## src/rtl/mul_mdc_addr_gen.sv

```systemverilog
// -----------------------------------------------------------------------------
// mul_mdc_addr_gen
//
// Per-stream address generator for the mul_mdc HWPE. A start pulse captures
// one job's configuration. The block then emits trans_size word addresses
// over a valid/ready handshake, one per accepted cycle. The address walk is
//   addr = base + feat_off + line_off + word_idx*step
// and it is built incrementally from running offsets, so only adders are used.
//
// Handshake: addr_o is offered while addr_valid_o is high. A transfer happens
// on every rising edge where addr_valid_o && addr_ready_i. addr_valid_o never
// drops while the address is unaccepted, and addr_o stays stable until then.
//
// Ports
//   clk_i, rst_i      clock, asynchronous active-high reset
//   clear_i           synchronous soft clear, returns to IDLE without done_o
//   start_i           job start pulse, samples every cfg input (IDLE only)
//   base_addr_i .. loop_outer_i   job configuration
//   addr_o/addr_valid_o/addr_ready_i   address stream
//   busy_o            job in progress (RUN or DONE)
//   done_o            one-cycle pulse after the last address is accepted
//   state_o           debug view of the FSM state (IDLE=0, RUN=1, DONE=2)
// -----------------------------------------------------------------------------
module mul_mdc_addr_gen #(
  parameter int unsigned ADDR_WIDTH = 32,
  parameter int unsigned CNT_WIDTH  = 16
) (
  input  logic                  clk_i,
  input  logic                  rst_i,
  input  logic                  clear_i,
  input  logic                  start_i,
  input  logic [ADDR_WIDTH-1:0] base_addr_i,
  input  logic [31:0]           trans_size_i,
  input  logic [CNT_WIDTH-1:0]  line_stride_i,
  input  logic [CNT_WIDTH-1:0]  line_length_i,
  input  logic [CNT_WIDTH-1:0]  feat_stride_i,
  input  logic [CNT_WIDTH-1:0]  feat_length_i,
  input  logic [CNT_WIDTH-1:0]  feat_roll_i,
  input  logic [CNT_WIDTH-1:0]  step_i,
  input  logic                  loop_outer_i,
  output logic [ADDR_WIDTH-1:0] addr_o,
  output logic                  addr_valid_o,
  input  logic                  addr_ready_i,
  output logic                  busy_o,
  output logic                  done_o,
  output logic [1:0]            state_o
);

  typedef enum logic [1:0] {
    IDLE = 2'd0,
    RUN  = 2'd1,
    DONE = 2'd2
  } state_e;

  state_e state_q, state_d;

  // Captured configuration. Lengths are stored as "limit - 1" with a zero
  // length already folded to a limit of 1.
  logic [ADDR_WIDTH-1:0] base_q, base_d;
  logic [31:0]           trans_q, trans_d;
  logic [CNT_WIDTH-1:0]  line_stride_q, line_stride_d;
  logic [CNT_WIDTH-1:0]  feat_stride_q, feat_stride_d;
  logic [CNT_WIDTH-1:0]  step_q, step_d;
  logic [CNT_WIDTH-1:0]  llen_m1_q, llen_m1_d;
  logic [CNT_WIDTH-1:0]  flen_m1_q, flen_m1_d;
  logic [CNT_WIDTH-1:0]  froll_m1_q, froll_m1_d;
  logic                  outer_q, outer_d;

  // Loop counters and running offsets.
  logic [CNT_WIDTH-1:0]  word_idx_q, word_idx_d;
  logic [CNT_WIDTH-1:0]  line_idx_q, line_idx_d;
  logic [CNT_WIDTH-1:0]  feat_idx_q, feat_idx_d;
  logic [31:0]           emitted_q, emitted_d;
  logic [ADDR_WIDTH-1:0] word_off_q, word_off_d;
  logic [ADDR_WIDTH-1:0] line_off_q, line_off_d;
  logic [ADDR_WIDTH-1:0] feat_off_q, feat_off_d;
  logic [ADDR_WIDTH-1:0] addr_q, addr_d;

  logic zero_cnt;

  function automatic logic [CNT_WIDTH-1:0] limit_m1(input logic [CNT_WIDTH-1:0] v);
    return (v == '0) ? '0 : v - 1'b1;
  endfunction

  always_comb begin
    state_d       = state_q;
    base_d        = base_q;
    trans_d       = trans_q;
    line_stride_d = line_stride_q;
    feat_stride_d = feat_stride_q;
    step_d        = step_q;
    llen_m1_d     = llen_m1_q;
    flen_m1_d     = flen_m1_q;
    froll_m1_d    = froll_m1_q;
    outer_d       = outer_q;
    word_idx_d    = word_idx_q;
    line_idx_d    = line_idx_q;
    feat_idx_d    = feat_idx_q;
    emitted_d     = emitted_q;
    word_off_d    = word_off_q;
    line_off_d    = line_off_q;
    feat_off_d    = feat_off_q;
    addr_d        = addr_q;
    zero_cnt      = 1'b0;

    unique case (state_q)
      IDLE: begin
        if (start_i) begin
          base_d        = base_addr_i;
          trans_d       = trans_size_i;
          line_stride_d = line_stride_i;
          feat_stride_d = feat_stride_i;
          step_d        = step_i;
          llen_m1_d     = limit_m1(line_length_i);
          flen_m1_d     = limit_m1(feat_length_i);
          froll_m1_d    = limit_m1(feat_roll_i);
          outer_d       = loop_outer_i;
          zero_cnt      = 1'b1;
          if (trans_size_i == 32'd0) begin
            state_d = DONE;
          end else begin
            state_d = RUN;
            addr_d  = base_addr_i;
          end
        end
      end

      RUN: begin
        // addr_valid_o is high throughout RUN, so ready alone marks a transfer.
        if (addr_ready_i) begin
          emitted_d  = emitted_q + 32'd1;
          word_idx_d = word_idx_q + 1'b1;
          word_off_d = word_off_q + ADDR_WIDTH'(step_q);
          if (word_idx_q == llen_m1_q) begin
            word_idx_d = '0;
            word_off_d = '0;
            line_idx_d = line_idx_q + 1'b1;
            line_off_d = line_off_q + ADDR_WIDTH'(line_stride_q);
            if (outer_q && (line_idx_q == flen_m1_q)) begin
              line_idx_d = '0;
              line_off_d = '0;
              feat_idx_d = feat_idx_q + 1'b1;
              feat_off_d = feat_off_q + ADDR_WIDTH'(feat_stride_q);
              if (feat_idx_q == froll_m1_q) begin
                feat_idx_d = '0;
                feat_off_d = '0;
              end
            end
          end
          if (emitted_q == trans_q - 32'd1) begin
            state_d = DONE;
            addr_d  = '0;
          end else begin
            addr_d = base_q + feat_off_d + line_off_d + word_off_d;
          end
        end
      end

      DONE: begin
        state_d  = IDLE;
        zero_cnt = 1'b1;
      end

      default: begin
        state_d  = IDLE;
        zero_cnt = 1'b1;
      end
    endcase

    // Soft clear wins over start and over a transfer in the same cycle.
    if (clear_i) begin
      state_d  = IDLE;
      zero_cnt = 1'b1;
      addr_d   = '0;
    end

    if (zero_cnt) begin
      word_idx_d = '0;
      line_idx_d = '0;
      feat_idx_d = '0;
      emitted_d  = '0;
      word_off_d = '0;
      line_off_d = '0;
      feat_off_d = '0;
    end
  end

  always_ff @(posedge clk_i or posedge rst_i) begin
    if (rst_i) begin
      state_q       <= IDLE;
      base_q        <= '0;
      trans_q       <= '0;
      line_stride_q <= '0;
      feat_stride_q <= '0;
      step_q        <= '0;
      llen_m1_q     <= '0;
      flen_m1_q     <= '0;
      froll_m1_q    <= '0;
      outer_q       <= 1'b0;
      word_idx_q    <= '0;
      line_idx_q    <= '0;
      feat_idx_q    <= '0;
      emitted_q     <= '0;
      word_off_q    <= '0;
      line_off_q    <= '0;
      feat_off_q    <= '0;
      addr_q        <= '0;
    end else begin
      state_q       <= state_d;
      base_q        <= base_d;
      trans_q       <= trans_d;
      line_stride_q <= line_stride_d;
      feat_stride_q <= feat_stride_d;
      step_q        <= step_d;
      llen_m1_q     <= llen_m1_d;
      flen_m1_q     <= flen_m1_d;
      froll_m1_q    <= froll_m1_d;
      outer_q       <= outer_d;
      word_idx_q    <= word_idx_d;
      line_idx_q    <= line_idx_d;
      feat_idx_q    <= feat_idx_d;
      emitted_q     <= emitted_d;
      word_off_q    <= word_off_d;
      line_off_q    <= line_off_d;
      feat_off_q    <= feat_off_d;
      addr_q        <= addr_d;
    end
  end

  // Every output is a register or a decode of the state register only.
  assign addr_o       = addr_q;
  assign addr_valid_o = (state_q == RUN);
  assign done_o       = (state_q == DONE);
  assign busy_o       = (state_q != IDLE);
  assign state_o      = state_q;

endmodule

```

## config.mk

```make
export PLATFORM = sky130hd
export DESIGN_NAME = mul_mdc_addr_gen
export DESIGN_NICKNAME = d
export VERILOG_FILES = /design/src/rtl/mul_mdc_addr_gen.sv
export SDC_FILE = /design/constraint.sdc
export NUM_CORES = 1
export LEC_CHECK = 0
export CORE_UTILIZATION = 64
export DETAILED_ROUTE_END_ITERATION = 16
export GPL_TIMING_DRIVEN = 0
export PLACE_DENSITY = 0.87
export SETUP_SLACK_MARGIN = 0.15
export SLEW_MARGIN = 20
export SYNTH_ARGS = -nofsm -noshare
export SYNTH_HDL_FRONTEND = slang
export SYNTH_SLANG_ARGS = --single-unit
```

## constraint.sdc

```tcl
create_clock -name clk_i -period 23.8 [get_ports clk_i]
set_input_delay 7.14 -clock clk_i [delete_from_list [all_inputs] [get_ports clk_i]]
set_output_delay 7.14 -clock clk_i [all_outputs]
set_load 0.02 [all_outputs]
```

==> impl_metrics.ini <==
[status]
status = completed

[finish]
share_of_final_layout_standard_cells_stronger_than_drive_strength_1 = 0.03717
commonest_non_fill_non_tap_cells_in_the_layout = nand2_1, dfrtp_1, o21ai_0
antenna_cells = 0
area_growth_pct = 16.96
layout_commonest_cell = nand2_1
final.fill_count = 2526
fin_util = 0.7676
layout.nets = 3381

[setup_path]
worstSetupEndpointType = flip-flop
regToRegStartpoint = line_idx_q[9]
r2r_slack_ns = 15.99
worst_setup_path_start_kind = input port
worstPathMaxFanout = 9
register_to_register_path_depth = 23
worst-setup-path-type = input port to flip-flop
required_ns = 24.23
critical_path.reg2reg.endpoint = addr_o[31]
critical_path_arrival_ns = 11.04

[route]
avgRoutedWirePerCell_um = 20.57
num_vias = 22426
detail_route.iter0.violations = 2143
first_pass_iters = 6
number_of_routed_nets_with_antenna_violations = 0
detail_route.wirelength_um = 74010
drc = 0
avgViaCountPerCell = 6.233

[floorplan]
placeableCoreArea_um2 = 36870
die_ar_um2 = 38590
initial_utilization = 0.6563
floorplan.rows = 70
die_width_um = 196.4
pin_count = 203
die_y_um = 196.4

[placement]
port_buffers = 202
place_congestion = 0.9788
hpwlAfterDp_um = 56390

[cts]
cts-htree-levels = 2
holdBufCountCts = 0
tritoncts = yes
clock_latency_late_sink_ns = 0.58
ctsRootBufferMaster = clkbuf_16
post_cts.resized_instances = 0
cts.reportedPaths.clkPinSlew_ns = 0.06
cts.repair_timing.setup_buffer_count = 0
clockBufferDepth = 3
cts.sink_count = 371
numCtsBuffers = 42

[power]
power.density_nw_per_um2 = 108.1
irDropWorstVdd_mv = 0.07686
leakage_nw = 12.68

[logic_synthesis]
syn-cell-area_um2 = 24200
syn-num-nets = 3129
yosys.cell_types.count = 73
seq_cells_post_synth = 371
syn-mean-instance-area_um2 = 8.608
synth_enable_flop_cells = 0
asyncSetResetFlopFracSynth = 1.000
syn-instance-count = 2811
ys.flop_type = dfrtp_1
synth_seq_area_share = 0.3837
ys_warn_count = 0

[timing]
rsz0062_at_grt = false
timing.fmax_ghz = 0.09419
layout_min_cycle_time_ns = 10.62
timing.final.setup_violations = 0
fin_skew_ns = 0.01643
min_period_over_period = 0.4461
actual_transition_at_the_worst_max_transition_pin_ns = 1.224
timing_hold_violations_final = 0
tns_ns = 0
maxSlewHeadroom = 0.1733
drv_slew = 0

[hold_path]
worstHoldPathType = flip-flop to flip-flop
hold_end = step_q[3]
hold_path_startpoint = step_q[3]
cells_on_worst_hold_path = 2

[global_routing]
grt_pass1_wl_um = 117200
largest_net_degree_at_the_start_of_global_routing = 86
gr-usage-all-layers = 0.3908
first_global_vias = 22101
antenna_found_initial = 0
gr-total-overflow = 0

[run]
max_cap_violations = 0
## how the worst max path moves through the flow
stage	endpoint	cells after the start	slack [ns]	startpoint
6_report	line_idx_q[12]	13	13.18	clear_i
3_3_place_gp	llen_m1_q[3]	2	2.15	rst_i
2_1_floorplan	addr_o[0]	1	6.36	rst_i
3_5_place_dp	line_idx_q[14]	13	12.77	clear_i
4_1_cts	line_idx_q[12]	13	13.40	clear_i
5_1_grt	line_idx_q[12]	13	13.01	clear_i
## registers in the layout, summed over array words and instances (netlist names)
register and cells:
line_off_q 32, feat_off_q 32, feat_idx_q 16, state_o 2, step_q 16, word_idx_q 16
base_q 32, word_off_q 32, emitted_q 32, trans_q 32, addr_o 32, froll_m1_q 16
line_stride_q 16, flen_m1_q 16, line_idx_q 16, outer_q 1, llen_m1_q 16, feat_stride_q 16
## routing by layer
metal | up-vias | GRT usage | routed length, um
li1 | 10157 | - | -
met2 | 1216 | 0.6376 | 34540
met5 | - | 0 | 0
met4 | 0 | 0.1785 | 3078
met1 | 10854 | 0.5084 | 29090
met3 | 199 | 0.07272 | 7302
## where the power goes
group / switching, mW / internal (mW)
sequential: 0.154 / 0.798
combinational: 0.898 / 0.579
clock: 0.270 / 0.362
total: 1.32 / 1.74
## stage by stage
stage          worst slack [ns]  cell area (um^2)  std cells  hold slack, ns  power, mW
6_report                  13.18             28300       3598          0.4851      3.061
5_1_grt                   13.01             28300       3598          0.4979      3.257
4_1_cts                   13.40             28300       3598          0.4888      3.037
3_5_place_dp              12.77             27000       3523          0.4706      2.394
3_3_place_gp              2.150             26850       3517          0.4671      2.324
2_1_floorplan             6.358             24200       2811          0.4523      1.951
## Yosys cell counts (all sizes together) (7+ instances only)
library cell / number / share of area
o21bai: 15 / 0.0047
nor2: 174 / 0.027
nand2b: 18 / 0.0047
nor4: 33 / 0.011
nor2b: 12 / 0.0031
a31oi: 24 / 0.0062
fa: 65 / 0.054
o21a: 13 / 0.0040
mux2i: 7 / 0.0029
a221oi: 12 / 0.0067
xor2: 117 / 0.042
a21o: 34 / 0.011
nand2: 587 / 0.091
o21ai: 250 / 0.052
or2: 14 / 0.0036
nand4: 34 / 0.0088
o22ai: 11 / 0.0028
and2: 13 / 0.0035
and3: 50 / 0.013
nand3: 72 / 0.015
or3: 20 / 0.0052
a22oi: 16 / 0.0050
nor3: 65 / 0.014
o211ai: 8 / 0.0025
xnor2: 170 / 0.062
o31ai: 22 / 0.0068
ha: 87 / 0.045
and4: 10 / 0.0036
clkbuf: 108 / 0.017
or4: 13 / 0.0042
inv: 130 / 0.020
buf: 12 / 0.0030
a22o: 27 / 0.0098
dfrtp: 371 / 0.38
a211oi: 11 / 0.0034
a21oi: 119 / 0.025
## kinds of logic (layout without fill, tap and decap cells)
family / Yosys count / in the layout / share of synthesized area
AOI/OAI and AO/OA: 607 / 607 / 0.1552
buffers and inverters: 250 / 533 / 0.03992
and+or+nand+nor: 1134 / 1134 / 0.2138
DFF: 371 / 371 / 0.3837
muxes: 9 / 9 / 0.003826
xor gates and xnor gates: 288 / 288 / 0.1048
adders and majority gates: 152 / 152 / 0.09876
## critical path, stage by stage
cell,delay (ns)
clkdlybuf4s50_1,0.46
nor2_1,0.60
and2_1,0.25
clkbuf_1,0.45
or3_1,0.18
clkbuf_1,0.27
nor2_1,0.27
nor2_1,0.52
nand4_1,0.29
nor2_1,0.25
nand2_1,0.09
xor2_1,0.19
nor2_1,0.07
## layout make-up
cell class                 instances  area (um^2)  area share
sequential                       371         9284      0.3280
timing repair buffer             208         2145     0.07577
clock buffer                      62         1166     0.04120
clock inverter                    13        133.9    0.004730
inverter                         130        495.5     0.01751
multi-input combinational       2190        13970      0.4936
buffer                           120        479.2     0.01693
tap                              504        630.6     0.02228
(Power assumes the default switching activity.)
